**src/rtl/wdt_timeout_ctrl_if.sv**
```systemverilog
// ============================================================================
//  Module   : wdt_timeout_ctrl_if
//  Brief    : WTO input, firmware handshake and status bundle for the
//             watchdog timeout controller.
//  Revision : 1.0
// ============================================================================
`default_nettype none

interface wdt_timeout_ctrl_if #(
    parameter int CNT_W = 8
);
    logic             wto_i;
    logic             irq_ack_i;
    logic             irq_mask_i;
    logic             irq_o;
    logic             sys_rst_req_o;
    logic [CNT_W-1:0] wto_cnt_o;
    logic [1:0]       state_o;

    // slave: the timeout controller; master: the watchdog/CPU side driving it
    modport slave (
        input  wto_i,
        input  irq_ack_i,
        input  irq_mask_i,
        output irq_o,
        output sys_rst_req_o,
        output wto_cnt_o,
        output state_o
    );

    modport master (
        output wto_i,
        output irq_ack_i,
        output irq_mask_i,
        input  irq_o,
        input  sys_rst_req_o,
        input  wto_cnt_o,
        input  state_o
    );
endinterface

`default_nettype wire

```
**src/rtl/wdt_timeout_ctrl.sv**
```systemverilog
// ============================================================================
//  Module   : wdt_timeout_ctrl
//  Brief    : Synchronises WTO, raises a maskable IRQ, escalates to a fixed
//             system-reset pulse if firmware does not acknowledge in time.
//  Revision : 1.0
// ============================================================================
`default_nettype none

module wdt_timeout_ctrl #(
    parameter int GRACE_CYCLES = 1024,
    parameter int RST_PULSE    = 16,
    parameter int CNT_W        = 8    // must match the interface CNT_W
) (
    input  logic                ACLK,
    input  logic                ARESETn,
    wdt_timeout_ctrl_if.slave   bus
);

    localparam int GW = (GRACE_CYCLES > 1) ? $clog2(GRACE_CYCLES) : 1;
    localparam int PW = (RST_PULSE > 1)    ? $clog2(RST_PULSE)    : 1;

    localparam logic [GW-1:0]    GRACE_LAST = GW'(GRACE_CYCLES - 1);
    localparam logic [PW-1:0]    PULSE_LAST = PW'(RST_PULSE - 1);
    localparam logic [CNT_W-1:0] CNT_MAX    = '1;

    typedef enum logic [1:0] {
        ST_IDLE = 2'd0,
        ST_IRQ  = 2'd1,
        ST_RST  = 2'd2,
        ST_HOLD = 2'd3
    } state_t;

    state_t           state_q;
    logic             s1_q;
    logic             s2_q;
    logic             s3_q;
    logic [GW-1:0]    gcnt_q;
    logic [PW-1:0]    pcnt_q;
    logic [CNT_W-1:0] cnt_q;
    logic             rise_w;

    assign rise_w = s2_q & ~s3_q;

    always_ff @(posedge ACLK) begin
        if (!ARESETn) begin
            state_q <= ST_IDLE;
            s1_q    <= 1'b0;
            s2_q    <= 1'b0;
            s3_q    <= 1'b0;
            gcnt_q  <= '0;
            pcnt_q  <= '0;
            cnt_q   <= '0;
        end else begin
            s1_q <= bus.wto_i;
            s2_q <= s1_q;
            s3_q <= s2_q;

            if (rise_w && (cnt_q != CNT_MAX)) begin
                cnt_q <= cnt_q + 1'b1;
            end

            case (state_q)
                ST_IDLE: begin
                    if (rise_w) begin
                        state_q <= ST_IRQ;
                        gcnt_q  <= '0;
                    end
                end
                ST_IRQ: begin
                    // An acknowledge in the expiry cycle still cancels escalation
                    if (bus.irq_ack_i) begin
                        state_q <= ST_IDLE;
                    end else if (gcnt_q == GRACE_LAST) begin
                        state_q <= ST_RST;
                        pcnt_q  <= '0;
                    end else begin
                        gcnt_q <= gcnt_q + 1'b1;
                    end
                end
                ST_RST: begin
                    if (pcnt_q == PULSE_LAST) begin
                        state_q <= ST_HOLD;
                    end else begin
                        pcnt_q <= pcnt_q + 1'b1;
                    end
                end
                ST_HOLD: begin
                    // Wait for WTO to clear so a persistent timeout cannot re-arm
                    if (!s2_q) begin
                        state_q <= ST_IDLE;
                    end
                end
                default: state_q <= ST_IDLE;
            endcase
        end
    end

    assign bus.irq_o         = (state_q == ST_IRQ) & ~bus.irq_mask_i;
    assign bus.sys_rst_req_o = (state_q == ST_RST);
    assign bus.wto_cnt_o     = cnt_q;
    assign bus.state_o       = state_q;

endmodule

`default_nettype wire

```
**src/flat_wrapper.sv**
```systemverilog
// flat-port wrapper written by rule: the top's interface ports become plain ports
module wdt_timeout_ctrl_flat 
#(
    parameter int GRACE_CYCLES = 1024,
    parameter int RST_PULSE    = 16,
    parameter int CNT_W        = 8                                     
)
  (ACLK, ARESETn, bus_wto_i, bus_irq_ack_i, bus_irq_mask_i, bus_irq_o, bus_sys_rst_req_o, bus_wto_cnt_o, bus_state_o);
  wdt_timeout_ctrl_if #(.CNT_W(CNT_W)) bus_i ();
  input  logic ACLK;
  input  logic ARESETn;
  input wire logic [$bits(bus_i.wto_i)-1:0] bus_wto_i;
  input wire logic [$bits(bus_i.irq_ack_i)-1:0] bus_irq_ack_i;
  input wire logic [$bits(bus_i.irq_mask_i)-1:0] bus_irq_mask_i;
  output wire logic [$bits(bus_i.irq_o)-1:0] bus_irq_o;
  output wire logic [$bits(bus_i.sys_rst_req_o)-1:0] bus_sys_rst_req_o;
  output wire logic [$bits(bus_i.wto_cnt_o)-1:0] bus_wto_cnt_o;
  output wire logic [$bits(bus_i.state_o)-1:0] bus_state_o;
  assign bus_i.wto_i = bus_wto_i;
  assign bus_i.irq_ack_i = bus_irq_ack_i;
  assign bus_i.irq_mask_i = bus_irq_mask_i;
  assign bus_irq_o = bus_i.irq_o;
  assign bus_sys_rst_req_o = bus_i.sys_rst_req_o;
  assign bus_wto_cnt_o = bus_i.wto_cnt_o;
  assign bus_state_o = bus_i.state_o;
  wdt_timeout_ctrl #(.GRACE_CYCLES(GRACE_CYCLES), .RST_PULSE(RST_PULSE), .CNT_W(CNT_W)) u_core (.ACLK(ACLK), .ARESETn(ARESETn), .bus(bus_i));
endmodule
```
**config.mk**
```make
export PLATFORM = sky130hd
export DESIGN_NAME = wdt_timeout_ctrl_flat
export DESIGN_NICKNAME = d
export VERILOG_FILES = /design/src/rtl/wdt_timeout_ctrl_if.sv /design/src/rtl/wdt_timeout_ctrl.sv /design/src/flat_wrapper.sv
export SDC_FILE = /design/constraint.sdc
export NUM_CORES = 1
export LEC_CHECK = 0
export ABC_CLOCK_PERIOD_IN_PS = 2500
export BUFFER_PORTS_ARGS = -buffer_cell sky130_fd_sc_hd__buf_4
export CAP_MARGIN = 20
export CORE_MARGIN = 1
export CORE_UTILIZATION = 47
export CTS_BUF_LIST = sky130_fd_sc_hd__clkbuf_8
export DETAILED_ROUTE_END_ITERATION = 10
export PLACE_DENSITY = 0.67
export SKIP_CTS_REPAIR_TIMING = 1
export SYNTH_ARGS = -nofsm -noshare
export SYNTH_HDL_FRONTEND = slang
export SYNTH_SLANG_ARGS = --single-unit
```
**constraint.sdc**
```tcl
create_clock -name ACLK -period 2.5 [get_ports ACLK]
set_clock_uncertainty 0.05 [all_clocks]
set_input_delay 0.125 -clock ACLK [delete_from_list [all_inputs] [get_ports ACLK]]
set_output_delay 0.125 -clock ACLK [all_outputs]
set_load 0.01 [all_outputs]
```
After elaboration in Yosys (flattened, before gate mapping)
Cells that the tools add are included.
{ "word_totals": {"wordCells": 49, "regBits": 27} }
{ "classes": {"add_sub_neg": 3, "n_mux": 14, "n_eq_ne": 14, "n_reduce_logical": 7, "bitwise": 4} }
{ "op_table": {"columns": ["cell", "count"], "rows": [
  ["$mux W10", 3],
  ["$pmux W10 S2", 1],
  ["$mux W4", 3],
  ["$reduce_and A4 Y1", 3],
  ["$add A10 B1 Y10 const B", 1],
  ["$eq A10 B10 Y1 const B", 1],
  ["$mux W2", 5],
  ["$add A8 B1 Y8 const B", 1],
  ["$ne A2 B2 Y1 const B", 4],
  ["$ne A8 B8 Y1 const B", 1],
  ["$pmux W2 S4", 1],
  ["$pmux W4 S2", 1],
  ["$ne A2 B1 Y1 const B", 3],
  ["$add A4 B1 Y4 const B", 1],
  ["$eq A2 B2 Y1 const B", 2],
  ["$eq A4 B4 Y1 const B", 1],
  ["$reduce_bool A2 Y1", 2],
  ["$ne A3 B2 Y1 const B", 1],
  ["$and A1 B1 Y1", 2],
  ["$eq A2 B1 Y1 const B", 1],
  ["$logic_not A2 Y1", 1],
  ["$not A1 Y1", 2],
  ["$logic_and A1 B1 Y1", 1]
]} }

Logic depth before layout (Yosys ltp)
{ "depth": {"ltp_word": 4, "depth_mapped": 7, "mapped_depth_nobuf": 5} }

Worst setup path after synthesis
Ideal clock, no wire load.
{ "synth_path": {"path_kind": "reg-to-reg", "from": "register (tool-made name)", "to": "register u_core.gcnt_q[1]", "required_ns": 2.379, "path_stages_with_launch": 7, "path_slack_ns": 0.594, "setup_ns": 0.071, "t_arrival_ns": 1.785, "path_cell_list": "dfxtp_1 -> buf_6 -> or3b_1 -> buf_2 -> a31o_4 -> or4b_1 -> a21oi_1"} }
{ "synth_lines": {"columns": ["element", "line", "source"], "rows": [
  ["end signal: assignment", "wdt_timeout_ctrl.sv:77", "gcnt_q <= gcnt_q + 1'b1;"],
  ["end: declaration", "wdt_timeout_ctrl.sv:37", "logic [GW-1:0] gcnt_q;"]
]} }

Final worst setup path
{ "layout_path": {"from": "register u_core.state_q[0], in the netlist u_core.bus.state_o[0]", "to": "register u_core.gcnt_q[1]"} }
{ "layout_via": {"elab_chain_cells": 3, "word_cells_on_any_way": 8, "cone_classes": "eq/ne (4); mux (1); reduce/logical (3)"} }
{ "layout_lines": {"columns": ["element", "line", "source"], "rows": [
  ["start: declaration", "wdt_timeout_ctrl.sv:33", "state_t state_q;"],
  ["start signal: assignment", "wdt_timeout_ctrl.sv:46", "state_q <= ST_IDLE;"],
  ["start signal: assignment", "wdt_timeout_ctrl.sv:65", "state_q <= ST_IRQ;"],
  ["start signal: assignment", "wdt_timeout_ctrl.sv:72", "state_q <= ST_IDLE;"],
  ["$eq A2 B1 Y1 / $logic_not A2 Y1 (equally long branches)", "wdt_timeout_ctrl.sv:62", "case (state_q)"],
  ["$ne A2 B2 Y1 (no source line), or another cell as far along", null, null],
  ["$reduce_and A4 Y1 (no source line)", null, null]
]} }
Parallel ways exist; a longest one is shown, timed or not.
A chain may end at the register's enable or synchronous reset.

==> flow_summary.ini <==
[grt]
grt_use_total_pct = 19.2
grt_pass1_vias = 956
grt_antenna_before_repair = 0
grt_pass1_wl_mm = 4.19
grt_start_max_net_pins = 15
gr-total-overflow = 0

[final_layout]
area_delta_synth_final_pct = 12.8
diodes = 0
fin_util_pct = 58.3
layout-drive-gt1-share_pct = 15.8
fin_nets = 174

[clock_tree]
insertion_delay_ns = 0.27
cts_root_buf = clkbuf_8
clk_pin_slew_ns = 0.09
clockBufferDepth = 2
numCtsBuffers = 3
htreeDepth = 1
cts_tree = built
clock-sinks = 27

[synthesis]
synthArstFlopShare_pct = 0
ys_types = 40
syn_area_mm2 = 0.00133
yosysTopAreaCell = dfxtp_1
synth_edf_count = 0
synth-seq-cells = 27
ys_top_cells_by_area = dfxtp_1 (41%), nand3_1 (5.7%), nor2_1 (4.0%), xor2_1 (4.0%), a21oi_1 (3.0%)
ys_warn_count = 0
synth_common_cells = dfxtp_1 (27), nand3_1 (15), nor2_1 (14)
synth_nets = 159
synth.top_cell.area_share_pct = 40.7
synth_area_per_cell_um2 = 8.79
ys.flop_type = dfxtp_1
ys_seq_area_share_pct = 40.7
synth_cells = 151
yosysMostFrequentCell = dfxtp_1

[routing]
drt_iter0_drc = 21
wire_per_inst_um = 14.2
vias = 1162
ant_nets = 0
drcViolationCount = 0
via_per_inst = 5.96
dr.pass1.iters = 4
wirelength_mm = 2.77

[worst_setup_path]
cp_max_fo = 14
critPathCaptureType = register
critPathKind = register to register
timing.rr.end = u_core.gcnt_q[1]$_SDFFE_PN0P_
start_kind = register
arrival_ns = 2.16
r2r_start = u_core.bus.state_o[0]$_SDFFE_PN0P_
reg2reg_depth = 4
r2r_setup_slack_ns = 0.49
worstPathRequired_ns = 2.65

[die]
io_pins = 17
fp.coreArea_mm2 = 0.00257
dieArea_mm2 = 0.00304
die_width_um = 55.1
die_y_um = 55.1
initial_core_util_pct = 51.7
row_count = 18

[sta]
tightest_slew_ns = 0.469
rsz0062_at_grt = no
setup_viol = 0
setup_tns_ns = 0
hold_violations = 0
finalMaxSlewViolations = 0
fmax_mhz = 498
post-route-period-util_pct = 80.3
fin_ws_ns = 0.492
layout_min_cycle_time_ns = 2.01
holdWs_ns = 0.00737
slew_headroom_pct = 68.7

[worst_hold_path]
min_from = bus_wto_i
hold_class = input port to register
min_to = u_core.s1_q$_SDFF_PN0_
hold_depth = 2

[placement]
dp_hpwl_mm = 1.98
io_buffers = 16
pre_cts_slack_ns = 0.532
gp_congestion = 0.814

[status]
status = complete, no violations

[power_and_ir_drop]
leakage_nw = 0.575
power.density_mw_per_mm2 = 483
ir_drop_mv = 0.332
power.total_mw = 0.723

[run]
drv_cap = 0
-- cell usage in the layout, fill, tap and decap left out, types with 5 or more instances in the layout --
cell type	synthesis	routed
nand3_1	15	15
inv_1	4	5
xor2_1	6	6
a21oi_1	8	8
buf_4	0	16
and2_1	6	6
nor2_1	14	14
o21ai_0	6	6
nand2_1	10	10
dfxtp_1	27	27
-- sequential cells by signal, indices dropped and copies added (netlist names), named ones only --
name and count:
u_core.gcnt_q 10, u_core.bus.wto_cnt_o 8, u_core.pcnt_q 4, u_core.bus.state_o 1
u_core.s1_q 1, u_core.s2_q 1, u_core.s3_q 1
-- worst max-delay path by stage --
stage / start / endpoint
floorplan: register / u_core.gcnt_q[1]$_SDFFE_PN0P_
global placement: u_core.bus.state_o[0]$_SDFFE_PN0P_ / u_core.gcnt_q[1]$_SDFFE_PN0P_
detailed placement: u_core.bus.state_o[0]$_SDFFE_PN0P_ / u_core.gcnt_q[1]$_SDFFE_PN0P_
CTS: u_core.bus.state_o[0]$_SDFFE_PN0P_ / u_core.gcnt_q[1]$_SDFFE_PN0P_
global route: u_core.bus.state_o[0]$_SDFFE_PN0P_ / u_core.gcnt_q[1]$_SDFFE_PN0P_
finish: u_core.bus.state_o[0]$_SDFFE_PN0P_ / u_core.gcnt_q[1]$_SDFFE_PN0P_
-- critical path, stage by stage (launching register included) --
cell and delay, ns:
dfxtp_1 0.45, or3b_1 0.49, a31o_4 0.31, or4b_1 0.50
a21oi_1 0.15
-- through the flow --
stage | cell area (um2) | instances
2_1_floorplan | 1330 | 151
3_3_place_gp | 1450 | 191
3_5_place_dp | 1450 | 191
4_1_cts | 1500 | 195
5_1_grt | 1500 | 195
6_report | 1500 | 195
-- final cells by class --
type / instances / area (um2)
Clock inverter: 1 / 3.75
Fill cell: 229 / 1070
Multi-Input combinational cell: 114 / 739
Tap cell: 30 / 37.5
Sequential cell: 27 / 541
Clock buffer: 3 / 41.3
Inverter: 4 / 15.0
Timing Repair Buffer: 16 / 120
-- where the power goes --
| part | internal (mW) | total [mW] | leakage (nW) | switching (mW) |
|---|---|---|---|---|
| clock | 0.110 | 0.242 | 0.0269 | 0.132 |
| combinational | 0.0173 | 0.0412 | 0.330 | 0.0240 |
| sequential | 0.434 | 0.439 | 0.218 | 0.00507 |
-- routing by layer --
layer	vias to the layer above	track usage, %	part of all wire (%)
met5	-	0	0
met4	0	6.25	0.36
met3	2	2.73	3.7
met2	21	32.9	48
met1	555	24.5	48
li1	584	-	-
-- cells by family (layout without fill, tap and decap cells) --
group | Yosys count | after routing | synth area share, %
AOI/OAI and AO/OA | 33 | 33 | 18.2
xor gates and xnor gates | 7 | 7 | 4.62
adders and majority gates | 3 | 3 | 2.83
buffers and inverters | 10 | 24 | 3.58
DFF | 27 | 27 | 40.7
muxes | 3 | 3 | 2.26
and+or+nand+nor | 68 | 68 | 27.8
No activity file was read; power rests on OpenSTA's default activity.
